## config.mk

```make
export PLATFORM = sky130hd
export DESIGN_NAME = mem_stage_mc
export DESIGN_NICKNAME = d
export VERILOG_FILES = /design/src/rtl/mem_stage_mc_pkg.sv /design/src/rtl/mem_stage_mc_load_align.sv /design/src/rtl/mem_stage_mc.sv
export SDC_FILE = /design/constraint.sdc
export NUM_CORES = 1
export LEC_CHECK = 0
export ABC_CLOCK_PERIOD_IN_PS = 5400
export CAP_MARGIN = 20
export CORE_ASPECT_RATIO = 1.5
export CORE_UTILIZATION = 51
export CTS_CLUSTER_DIAMETER = 40
export CTS_CLUSTER_SIZE = 40
export DETAILED_ROUTE_END_ITERATION = 8
export GPL_TIMING_DRIVEN = 1
export PLACE_DENSITY = 0.89
export SETUP_SLACK_MARGIN = 0.4
export SKIP_CTS_REPAIR_TIMING = 1
export SLEW_MARGIN = 0
export SYNTH_ARGS = -nofsm -noshare
export SYNTH_HDL_FRONTEND = slang
export SYNTH_SLANG_ARGS = --single-unit
```

## constraint.sdc

```tcl
create_clock -name clk -period 5.4 [get_ports clk]
set_clock_uncertainty 0.2 [all_clocks]
set_input_delay 1.35 -clock clk [delete_from_list [all_inputs] [get_ports clk]]
set_output_delay 1.35 -clock clk [all_outputs]
set_load 0.02 [all_outputs]
```

## src/rtl/mem_stage_mc_pkg.sv

```systemverilog
// Shared definitions for the MEM stage: bus widths, field offsets, ld_size/sel encodings, FSM states.
package mem_stage_mc_pkg;

  typedef enum logic [1:0] {
    S_IDLE = 2'd0,
    S_WAIT = 2'd1,
    S_HOLD = 2'd2
  } mem_state_e;

  localparam logic [1:0] LD_BYTE  = 2'b00;
  localparam logic [1:0] LD_HALF  = 2'b01;
  localparam logic [1:0] LD_WORD  = 2'b10;
  localparam logic [1:0] LD_DWORD = 2'b11;

  localparam logic [1:0] SEL_ALU  = 2'b00;
  localparam logic [1:0] SEL_PC8  = 2'b01;
  localparam logic [1:0] SEL_LOAD = 2'b10;
  localparam logic [1:0] SEL_ZERO = 2'b11;

  // EXE->MEM low-order control fields; rf_waddr, alu_res, pc_plus_4 follow upward
  localparam int unsigned EM_LD_UNS_OFF   = 0;
  localparam int unsigned EM_LD_SIZE_OFF  = 1;
  localparam int unsigned EM_IS_LOAD_OFF  = 3;
  localparam int unsigned EM_RF_WE_OFF    = 4;
  localparam int unsigned EM_SEL_OFF      = 5;
  localparam int unsigned EM_RF_WADDR_OFF = 7;

  function automatic int unsigned exe_to_mem_bus_wd(int unsigned pc_w, int unsigned data_w,
                                                    int unsigned reg_aw);
    return pc_w + data_w + reg_aw + 7;
  endfunction

  function automatic int unsigned mem_to_wb_bus_wd(int unsigned pc_w, int unsigned data_w,
                                                   int unsigned reg_aw);
    return pc_w + data_w + reg_aw + 1;
  endfunction

  function automatic int unsigned mem_to_by_bus_wd(int unsigned data_w, int unsigned reg_aw);
    return reg_aw + data_w + 3;
  endfunction

endpackage

```

## src/rtl/mem_stage_mc_load_align.sv

```systemverilog
// Combinational load lane select and sign/zero extension for byte/half/word/dword loads.
module mem_stage_mc_load_align
  import mem_stage_mc_pkg::*;
#(
  parameter int unsigned DATA_W = 32
) (
  input  logic [DATA_W-1:0]              data,
  input  logic [$clog2(DATA_W/8)-1:0]    offset,
  input  logic [1:0]                     size,
  input  logic                           is_unsigned,
  output logic [DATA_W-1:0]              result
);

  localparam int unsigned OFF_W = $clog2(DATA_W/8);

  logic [OFF_W-1:0]  lane;
  logic [DATA_W-1:0] shifted;
  logic [DATA_W-1:0] mask;
  logic              sign;

  // Address bits below the access size are dropped so the lane is always size-aligned
  always_comb begin
    lane = offset;
    mask = '1;
    case (size)
      LD_BYTE: begin lane = offset;                 mask = DATA_W'(8'hFF);        end
      LD_HALF: begin lane = offset & ~OFF_W'(1);    mask = DATA_W'(16'hFFFF);     end
      LD_WORD: begin lane = offset & ~OFF_W'(3);    mask = DATA_W'(32'hFFFF_FFFF); end
      default: begin lane = '0;                     mask = '1;                    end
    endcase
    shifted = data >> {lane, 3'b000};
    // mask ^ (mask >> 1) isolates the top bit of the selected field
    sign    = ~is_unsigned & (|(shifted & (mask ^ (mask >> 1))));
    result  = (shifted & mask) | (sign ? ~mask : '0);
  end

endmodule

```

## src/rtl/mem_stage_mc.sv

```systemverilog
// MEM pipeline stage with variable-latency load response, hold buffer and bypass bus.
// Optional MEM_LOAD_BYPASS_EN: forward load data on the bypass bus once the response is in.
module mem_stage_mc
  import mem_stage_mc_pkg::*;
#(
  parameter int unsigned DATA_W = 32,
  parameter int unsigned REG_AW = 5,
  parameter int unsigned PC_W   = 32
) (
  input  logic                                              clk,
  input  logic                                              reset,
  input  logic                                              EXE_to_MEM_valid,
  output logic                                              MEM_allow_in,
  input  logic [exe_to_mem_bus_wd(PC_W, DATA_W, REG_AW)-1:0] EXE_to_MEM_bus,
  input  logic                                              WB_allow_in,
  output logic                                              MEM_to_WB_valid,
  output logic [mem_to_wb_bus_wd(PC_W, DATA_W, REG_AW)-1:0]  MEM_to_WB_bus,
  output logic [mem_to_by_bus_wd(DATA_W, REG_AW)-1:0]        MEM_to_BY_bus,
  input  logic                                              data_ram_r_valid,
  input  logic [DATA_W-1:0]                                 data_ram_r_data
);

  localparam int unsigned EM_W    = exe_to_mem_bus_wd(PC_W, DATA_W, REG_AW);
  localparam int unsigned ALU_OFF = EM_RF_WADDR_OFF + REG_AW;
  localparam int unsigned PC_OFF  = ALU_OFF + DATA_W;
  localparam int unsigned OFF_W   = $clog2(DATA_W/8);

  logic [EM_W-1:0]   stage_q;
  logic              mem_valid;
  mem_state_e        state;
  logic [DATA_W-1:0] hold_q;

  logic [PC_W-1:0]   pc_plus_4;
  logic [DATA_W-1:0] alu_res;
  logic [REG_AW-1:0] rf_waddr;
  logic [1:0]        sel_rf_w_data;
  logic              rf_we;
  logic              is_load;
  logic [1:0]        ld_size;
  logic              ld_unsigned;

  assign pc_plus_4     = stage_q[PC_OFF +: PC_W];
  assign alu_res       = stage_q[ALU_OFF +: DATA_W];
  assign rf_waddr      = stage_q[EM_RF_WADDR_OFF +: REG_AW];
  assign sel_rf_w_data = stage_q[EM_SEL_OFF +: 2];
  assign rf_we         = stage_q[EM_RF_WE_OFF];
  assign is_load       = stage_q[EM_IS_LOAD_OFF];
  assign ld_size       = stage_q[EM_LD_SIZE_OFF +: 2];
  assign ld_unsigned   = stage_q[EM_LD_UNS_OFF];

  logic resp_have, ready_go, accept, fire, new_load;

  // A response arriving while waiting counts immediately (zero-cycle pass-through)
  assign resp_have       = (state == S_HOLD) | ((state == S_WAIT) & data_ram_r_valid);
  assign ready_go        = ~is_load | resp_have;
  assign MEM_allow_in    = ~mem_valid | (WB_allow_in & ready_go);
  assign MEM_to_WB_valid = mem_valid & ready_go;
  assign accept          = EXE_to_MEM_valid & MEM_allow_in;
  assign fire            = MEM_to_WB_valid & WB_allow_in;
  assign new_load        = accept & EXE_to_MEM_bus[EM_IS_LOAD_OFF];

  always_ff @(posedge clk) begin
    if (!reset) begin
      stage_q   <= '0;
      mem_valid <= 1'b0;
      hold_q    <= '0;
      state     <= S_IDLE;
    end else begin
      if (MEM_allow_in) mem_valid <= EXE_to_MEM_valid;
      if (accept)       stage_q   <= EXE_to_MEM_bus;
      if ((state == S_WAIT) && data_ram_r_valid) hold_q <= data_ram_r_data;
      case (state)
        S_IDLE: if (new_load) state <= S_WAIT;
        S_WAIT: begin
          if (data_ram_r_valid) begin
            if (new_load)  state <= S_WAIT;
            else if (fire) state <= S_IDLE;
            else           state <= S_HOLD;
          end
        end
        S_HOLD: begin
          if (new_load)  state <= S_WAIT;
          else if (fire) state <= S_IDLE;
        end
        default: state <= S_IDLE;
      endcase
    end
  end

  logic [DATA_W-1:0] ld_src;
  logic [DATA_W-1:0] ld_data;

  assign ld_src = (state == S_HOLD) ? hold_q : data_ram_r_data;

  mem_stage_mc_load_align #(.DATA_W(DATA_W)) u_load_align (
    .data        (ld_src),
    .offset      (alu_res[OFF_W-1:0]),
    .size        (ld_size),
    .is_unsigned (ld_unsigned),
    .result      (ld_data)
  );

  logic [PC_W-1:0]   pc_plus_8;
  logic [DATA_W-1:0] rf_wdata;

  assign pc_plus_8 = pc_plus_4 + PC_W'(4);

  always_comb begin
    rf_wdata = '0;
    case (sel_rf_w_data)
      SEL_ALU:  rf_wdata = alu_res;
      SEL_PC8:  rf_wdata = DATA_W'(pc_plus_8);
      SEL_LOAD: rf_wdata = ld_data;
      default:  rf_wdata = '0;
    endcase
  end

  logic ld_pending;
`ifdef MEM_LOAD_BYPASS_EN
  assign ld_pending = mem_valid & is_load & ~resp_have;

  stray_resp_chk: assert property (@(posedge clk) disable iff (!reset)
                                   data_ram_r_valid |-> (state == S_WAIT));
`else
  // Without load bypass, ID must stall until the load has left for WB
  assign ld_pending = mem_valid & is_load;
`endif

  assign MEM_to_WB_bus = {pc_plus_4, rf_wdata, rf_waddr, rf_we};
  assign MEM_to_BY_bus = {rf_waddr, rf_wdata, rf_we, mem_valid, ld_pending};

endmodule

```

# Word level (Yosys, flattened, before mapping)
# Cells that the tools add are included.
# word_totals
output_inout_bits,112
wordCells,51
regBits,111
inputBits,113
# op_classes
n_addsub,1
n_eq_ne,8
n_bitwise,19
shift,1
n_mux,12
reduce_logical,6
# op_table
cell,n
case mux 32 bit (3 select lines),1
AND 32 bit,2
2-to-1 mux 32 bit,2
case mux 32 bit (2 select lines),1
"adder 32 x 3 -> 32 bit, second input constant",1
NOT 32 bit,1
OR 32 bit,1
OR reduction 32 bit,1
right shift 32 x 5 -> 32 bit,1
bitwise XOR 32 x 31 -> 32 bit,1
2-to-1 mux 2 bit,6
AND 1 bit,8
"== test 2 x 1 -> 1 bit, second input constant",3
zero test 2 bit,3
case mux 2 bit (3 select lines),1
"== test 2 bit, second input constant",2
"inequality test 2 bit, second input constant",2
case mux 2 bit (2 select lines),1
"inequality test 3 bit, second input constant",1
NOT 1 bit,3
OR 1 bit,3
AND reduction 3 bit,1
logical AND 1 bit,1

# Logic depth before layout (Yosys ltp)
# depth
word_depth,11
mapped_depth,9
mapped_depth_nobuf,6

# Cells and area by module
# Synthesis repeated with hierarchy kept, for this count alone.
# hier_totals
cells_unflattened,964
area_unflattened_um2,6769.0
# by_module_without_submodules
mod,area_each_um2,seq_area_each_um2,instances,cells_each
mem_stage_mc,6154.7,2222.1,1,865
mem_stage_mc_load_align,614.3,0.0,1,99

# Worst setup path after synthesis
# OpenSTA, ideal clock, no wires.
# synth_timing
path_type,input -> output
startpoint,in data_ram_r_data[31]
endpoint,out MEM_to_WB_bus[23]
t_arrival_ns,3.178
required_time_ns,3.850
path_buffers,2
setup_slack_ns,0.672
path_stages,6
path_cell_list,mux4_2 mux2_2 a221oi_4 buf_6 o21ai_0 buf_4
# synth_between
elab_chain_cells,8
# synth_rtl
item,line_no,rtl
start: declaration,mem_stage_mc.sv:20,input logic [DATA_W-1:0] data_ram_r_data
2-to-1 mux 32 bit,mem_stage_mc.sv:93,assign ld_src = (state == S_HOLD) ? hold_q : data_ram_r_data;
right shift 32 x 5 -> 32 bit,mem_stage_mc_load_align.sv:31,"shifted = data >> {lane, 3'b000};"
AND 32 bit,mem_stage_mc_load_align.sv:33,sign = ~is_unsigned & (|(shifted & (mask ^ (mask >> 1))));
OR reduction 32 bit,mem_stage_mc_load_align.sv:33,
AND 1 bit,mem_stage_mc_load_align.sv:33,
2-to-1 mux 32 bit,mem_stage_mc_load_align.sv:34,result = (shifted & mask) | (sign ? ~mask : '0);
OR 32 bit,mem_stage_mc_load_align.sv:34,
case mux 32 bit (3 select lines),mem_stage_mc.sv:110,case (sel_rf_w_data)
end: declaration,mem_stage_mc.sv:17,"output logic [mem_to_wb_bus_wd(PC_W, DATA_W, REG_AW)-1:0] MEM_to_WB_bus,"
# Every way passes these cells.

# Worst setup path after layout
# layout_timing
startpoint,in data_ram_r_data[27]
endpoint,out MEM_to_WB_bus[9]
# layout_between
elab_chain_cells,8
word_cells_on_any_way,9
cone_classes,shift: 1; mux: 3; bitwise: 4; reduce/logical: 1
# layout_rtl
item,line_no
2-to-1 mux 32 bit *,mem_stage_mc.sv:93
right shift 32 x 5 -> 32 bit *,mem_stage_mc_load_align.sv:31
AND 32 bit,mem_stage_mc_load_align.sv:33
OR reduction 32 bit,mem_stage_mc_load_align.sv:33
AND 1 bit,mem_stage_mc_load_align.sv:33
2-to-1 mux 32 bit,mem_stage_mc_load_align.sv:34
OR 32 bit *,mem_stage_mc_load_align.sv:34
case mux 32 bit (3 select lines) *,mem_stage_mc.sv:110
# Mark *: on every way between the ends. The rest lies on a longest branch, timed or not.

==> summary.md <==
| Metric | Value |
|---|---|
| Status | `complete, no violations` |
| GRT overflow | `0` |
| Root Buffer Master | `clkbuf_16` |
| M3 GR Usage | `0.0708` |
| Final Hold Fails | `0` |
| Initial antenna violation count | `0` |
| GRT Util Overall | `0.319` |
| Cell row count | `51` |
| CP startpoint | `data_ram_r_data[27]` |
| Slowest cell on the critical path | `mux4_2` |
| Area of the mapped netlist | `roughly 0.0069 sq mm` |
| Worst r2r src | `state[0]` |
| Starting DRT DRC Count | `roughly 410` |
| Placed Cells | `roughly 1.2k` |
| EDFF count, synth | `0` |
| TNS Setup | `0 ps` |
| WS Path Type | `in -> out` |
| Vias in the first global route | `about 6.6k` |
| Worst IR Drop VDD | `roughly 0.00015 V` |
| Crit Reg-Reg Endpoint | `stage_q[52]` |
| WL per Instance | `19.6 um` |
| CP required | `between 3000 and 4000 ps` |
| M2 GR Usage | `0.549` |
| Crit path buf inv count | `2` |
| Achievable Freq | `200 MHz` |
| Final WS setup | `412 ps` |
| Sequential area share after synthesis | `0.320` |
| Yosys warns | `0` |
| Die Height | `145 um` |
| Synth area leaders | `dfxtp_1, nand2_1, a21boi_0, buf_4, mux4_2` |
| Cell-internal power | `1.55 mW` |
| #FFs+latches synth | `111` |
| Drt drc | `0` |
| Area Overhead vs Synth | `32.4%` |
| Hold Crit Class | `reg -> reg` |
| Share of layout cells above drive strength 1 | `0.0712` |
| WL final | `22.9 mm` |
| Max-slew violations | `0` |
| Finish-stage setup viols | `0` |
| ANT nets after route | `0` |
| Lkg Pwr | `3.79 nW` |
| Core area | `0.0131 sq mm` |
| Critical-path maximum fanout | `3` |
| Syn Inst Count | `about 890` |
| RSZ-0062 raised after global routing | `true` |
| Die Footprint | `0.0141 sq mm` |
| Nets | `between 1k and 1.5k` |
| CTS tree | `done` |
| Critical-path cell list | `clkdlybuf4s50_1, mux4_2, mux2i_1, a211oi_1, a21o_1, clkdlybuf4s50_1` |
| H-tree Lvls | `3` |
| Period Utilization, post-route | `0.924` |
| Post-detail-place hpwl | `17.0 mm` |
| CTS Buf Count | `9` |
| CP Capture Point | `MEM_to_WB_bus[9]` |
| Top delay family on crit path | `buffers and inverters` |
| Cell area power density | `243 mW/mm^2` |
| Reg power frac | `0.406` |
| First-pass GRT wire length | `35.4 mm` |
| Clock Power Share | `0.310` |
| MaxCap Viol Count | `0` |
| Worst slew pin tran | `992 ps` |
| Unique masters post-synth | `55` |
| Worst path depth | `6` |
| Worst EP arrival | `roughly 3400 ps` |
| Syn Area/Cell | `7.79 sq um` |
| Startpoint Class | `input port` |
| Largest net degree at the start of global routing | `67` |
| Top cell type's share of synthesized area | `0.320` |
| Die W | `between 90 and 100 um` |
| Core Util, Final | `0.699` |
| Skew-Pair Late Insertion Delay | `about 350 ps` |
| Via count | `6,934` |
| Met1 usage | `0.359` |
| Switching Share | `0.309` |
| Clock transition at path regs | `80 ps` |
| Post-synth top cells | `nand2_1, dfxtp_1, a21boi_0, buf_4, clkbuf_1` |
| Placer Congestion | `0.894` |
| Post-place setup slack | `-15.2 ps` |
| Clock buffer depth | `2` |
| DR pass1 iterations | `5` |
| Slack of the worst reg-to-reg path | `about 2600 ps` |
| Non-Filler Instances | `between 1k and 1.5k` |
| Top FF cell, synth | `dfxtp_1` |
| Port bufs | `224` |
| Logic gate share of total power | `0.284` |
| CP Capture Type | `primary output` |
| Diode count | `0` |
| Crit-path max cell delay | `590 ps` |
| CP most frequent cell | `clkdlybuf4s50_1` |
| Initial core utilization | `0.528` |
| Post-synth top area cell | `dfxtp_1` |
| Asr flop ratio synth | `0` |
| Sw power | `slightly below 700 uW` |
| Count leader, synth | `nand2_1` |
| Avg Vias per Cell | `between 5 and 6` |
| Max-slew headroom | `0.339` |
| Minimum clock period | `4990 ps` |
| I/O Pins | `roughly 230` |
| Clk sinks | `111` |
| GRT busiest layer | `met2` |
| R2r worst-path depth | `8` |
| Syn Nets | `approximately 1k` |
power groups by stage:
| stage | clock, mW | sequential [mW] | combinational [mW] |
|---|---|---|---|
| 6_report | 0.693 | 0.908 | 0.636 |
| 5_1_grt | 0.739 | 0.914 | 0.671 |
| 4_1_cts | 0.701 | 0.906 | 0.625 |
| 2_1_floorplan | 0 | 0.906 | 0.379 |
| 3_5_place_dp | 0 | 0.926 | 0.622 |
| 3_3_place_gp | 0 | 0.923 | 0.613 |
how the worst min path moves through the flow:
stage,start,endpoint,slack [ps],cells past startpoint
floorplan,stage_q[39],stage_q[39],240,2
global placement,hold_q[0],hold_q[0],250,2
detailed placement,stage_q[39],stage_q[39],260,2
CTS,hold_q[11],hold_q[11],270,2
global route,hold_q[3],hold_q[3],290,2
finish,stage_q[40],stage_q[40],260,2
cells by family after synthesis:
kind of cell,synth area share
compound gates,0.203
xor+xnor,0.0164
fa+ha+maj,0.00180
buf+inv,0.125
flops,0.320
mux,0.0881
simple gates,0.246
placed cells by master (no fill, tap or decap), types with 10 or more instances in the layout:
cell type / Yosys / routed
clkdlybuf4s50_1: 0 / 179
clkbuf_16: 0 / 10
nand4_1: 10 / 10
dlymetal6s2s_1: 0 / 43
nand2_1: 287 / 287
a21oi_1: 10 / 10
mux4_2: 20 / 20
o21ai_0: 18 / 18
nor2_1: 22 / 22
dfxtp_1: 111 / 111
buf_4: 78 / 19
mux2i_1: 15 / 14
a21boi_0: 108 / 108
o211ai_1: 10 / 10
nand3_1: 23 / 23
layer usage:
layer | wire [um] | vias up
met2 | 11600 | 394
met4 | 1340 | 0
li1 | - | 3218
met1 | 8060 | 3243
met3 | 1970 | 79
met5 | 0 | -
registers in the layout, summed over array words and instances (netlist names):
name	cells
state	2
stage_q	76
mem_valid	1
hold_q	32
through the flow:
stage / hold WS [ps] / instance area [sq um] / power (mW)
floorplan: 239 / 6940 / 1.28
global placement: 247 / 8720 / 1.54
detailed placement: 256 / 8720 / 1.55
CTS: 268 / 9030 / 2.23
global route: 293 / 9190 / 2.32
finish: 265 / 9190 / 2.24
worst reg2reg max path, cell delays in order, from the launching register on:
cell      delay [ps]
dfxtp_1          430
nor2b_2           90
buf_4            240
o31ai_1          280
buf_4            180
a21bo_2          640
buf_4            400
nand2_1           80
a21boi_0         200
layout make-up:
class	instances	area, sq um
inverters	4	15.0
clock buffers	10	239
clock inverters	6	70.1
repair buffers	246	2560
flip-flops and latches	111	2220
multi-input cells	634	3880
well taps	159	199
fillers	1038	3950
No activity file was read; power rests on OpenSTA's default activity.
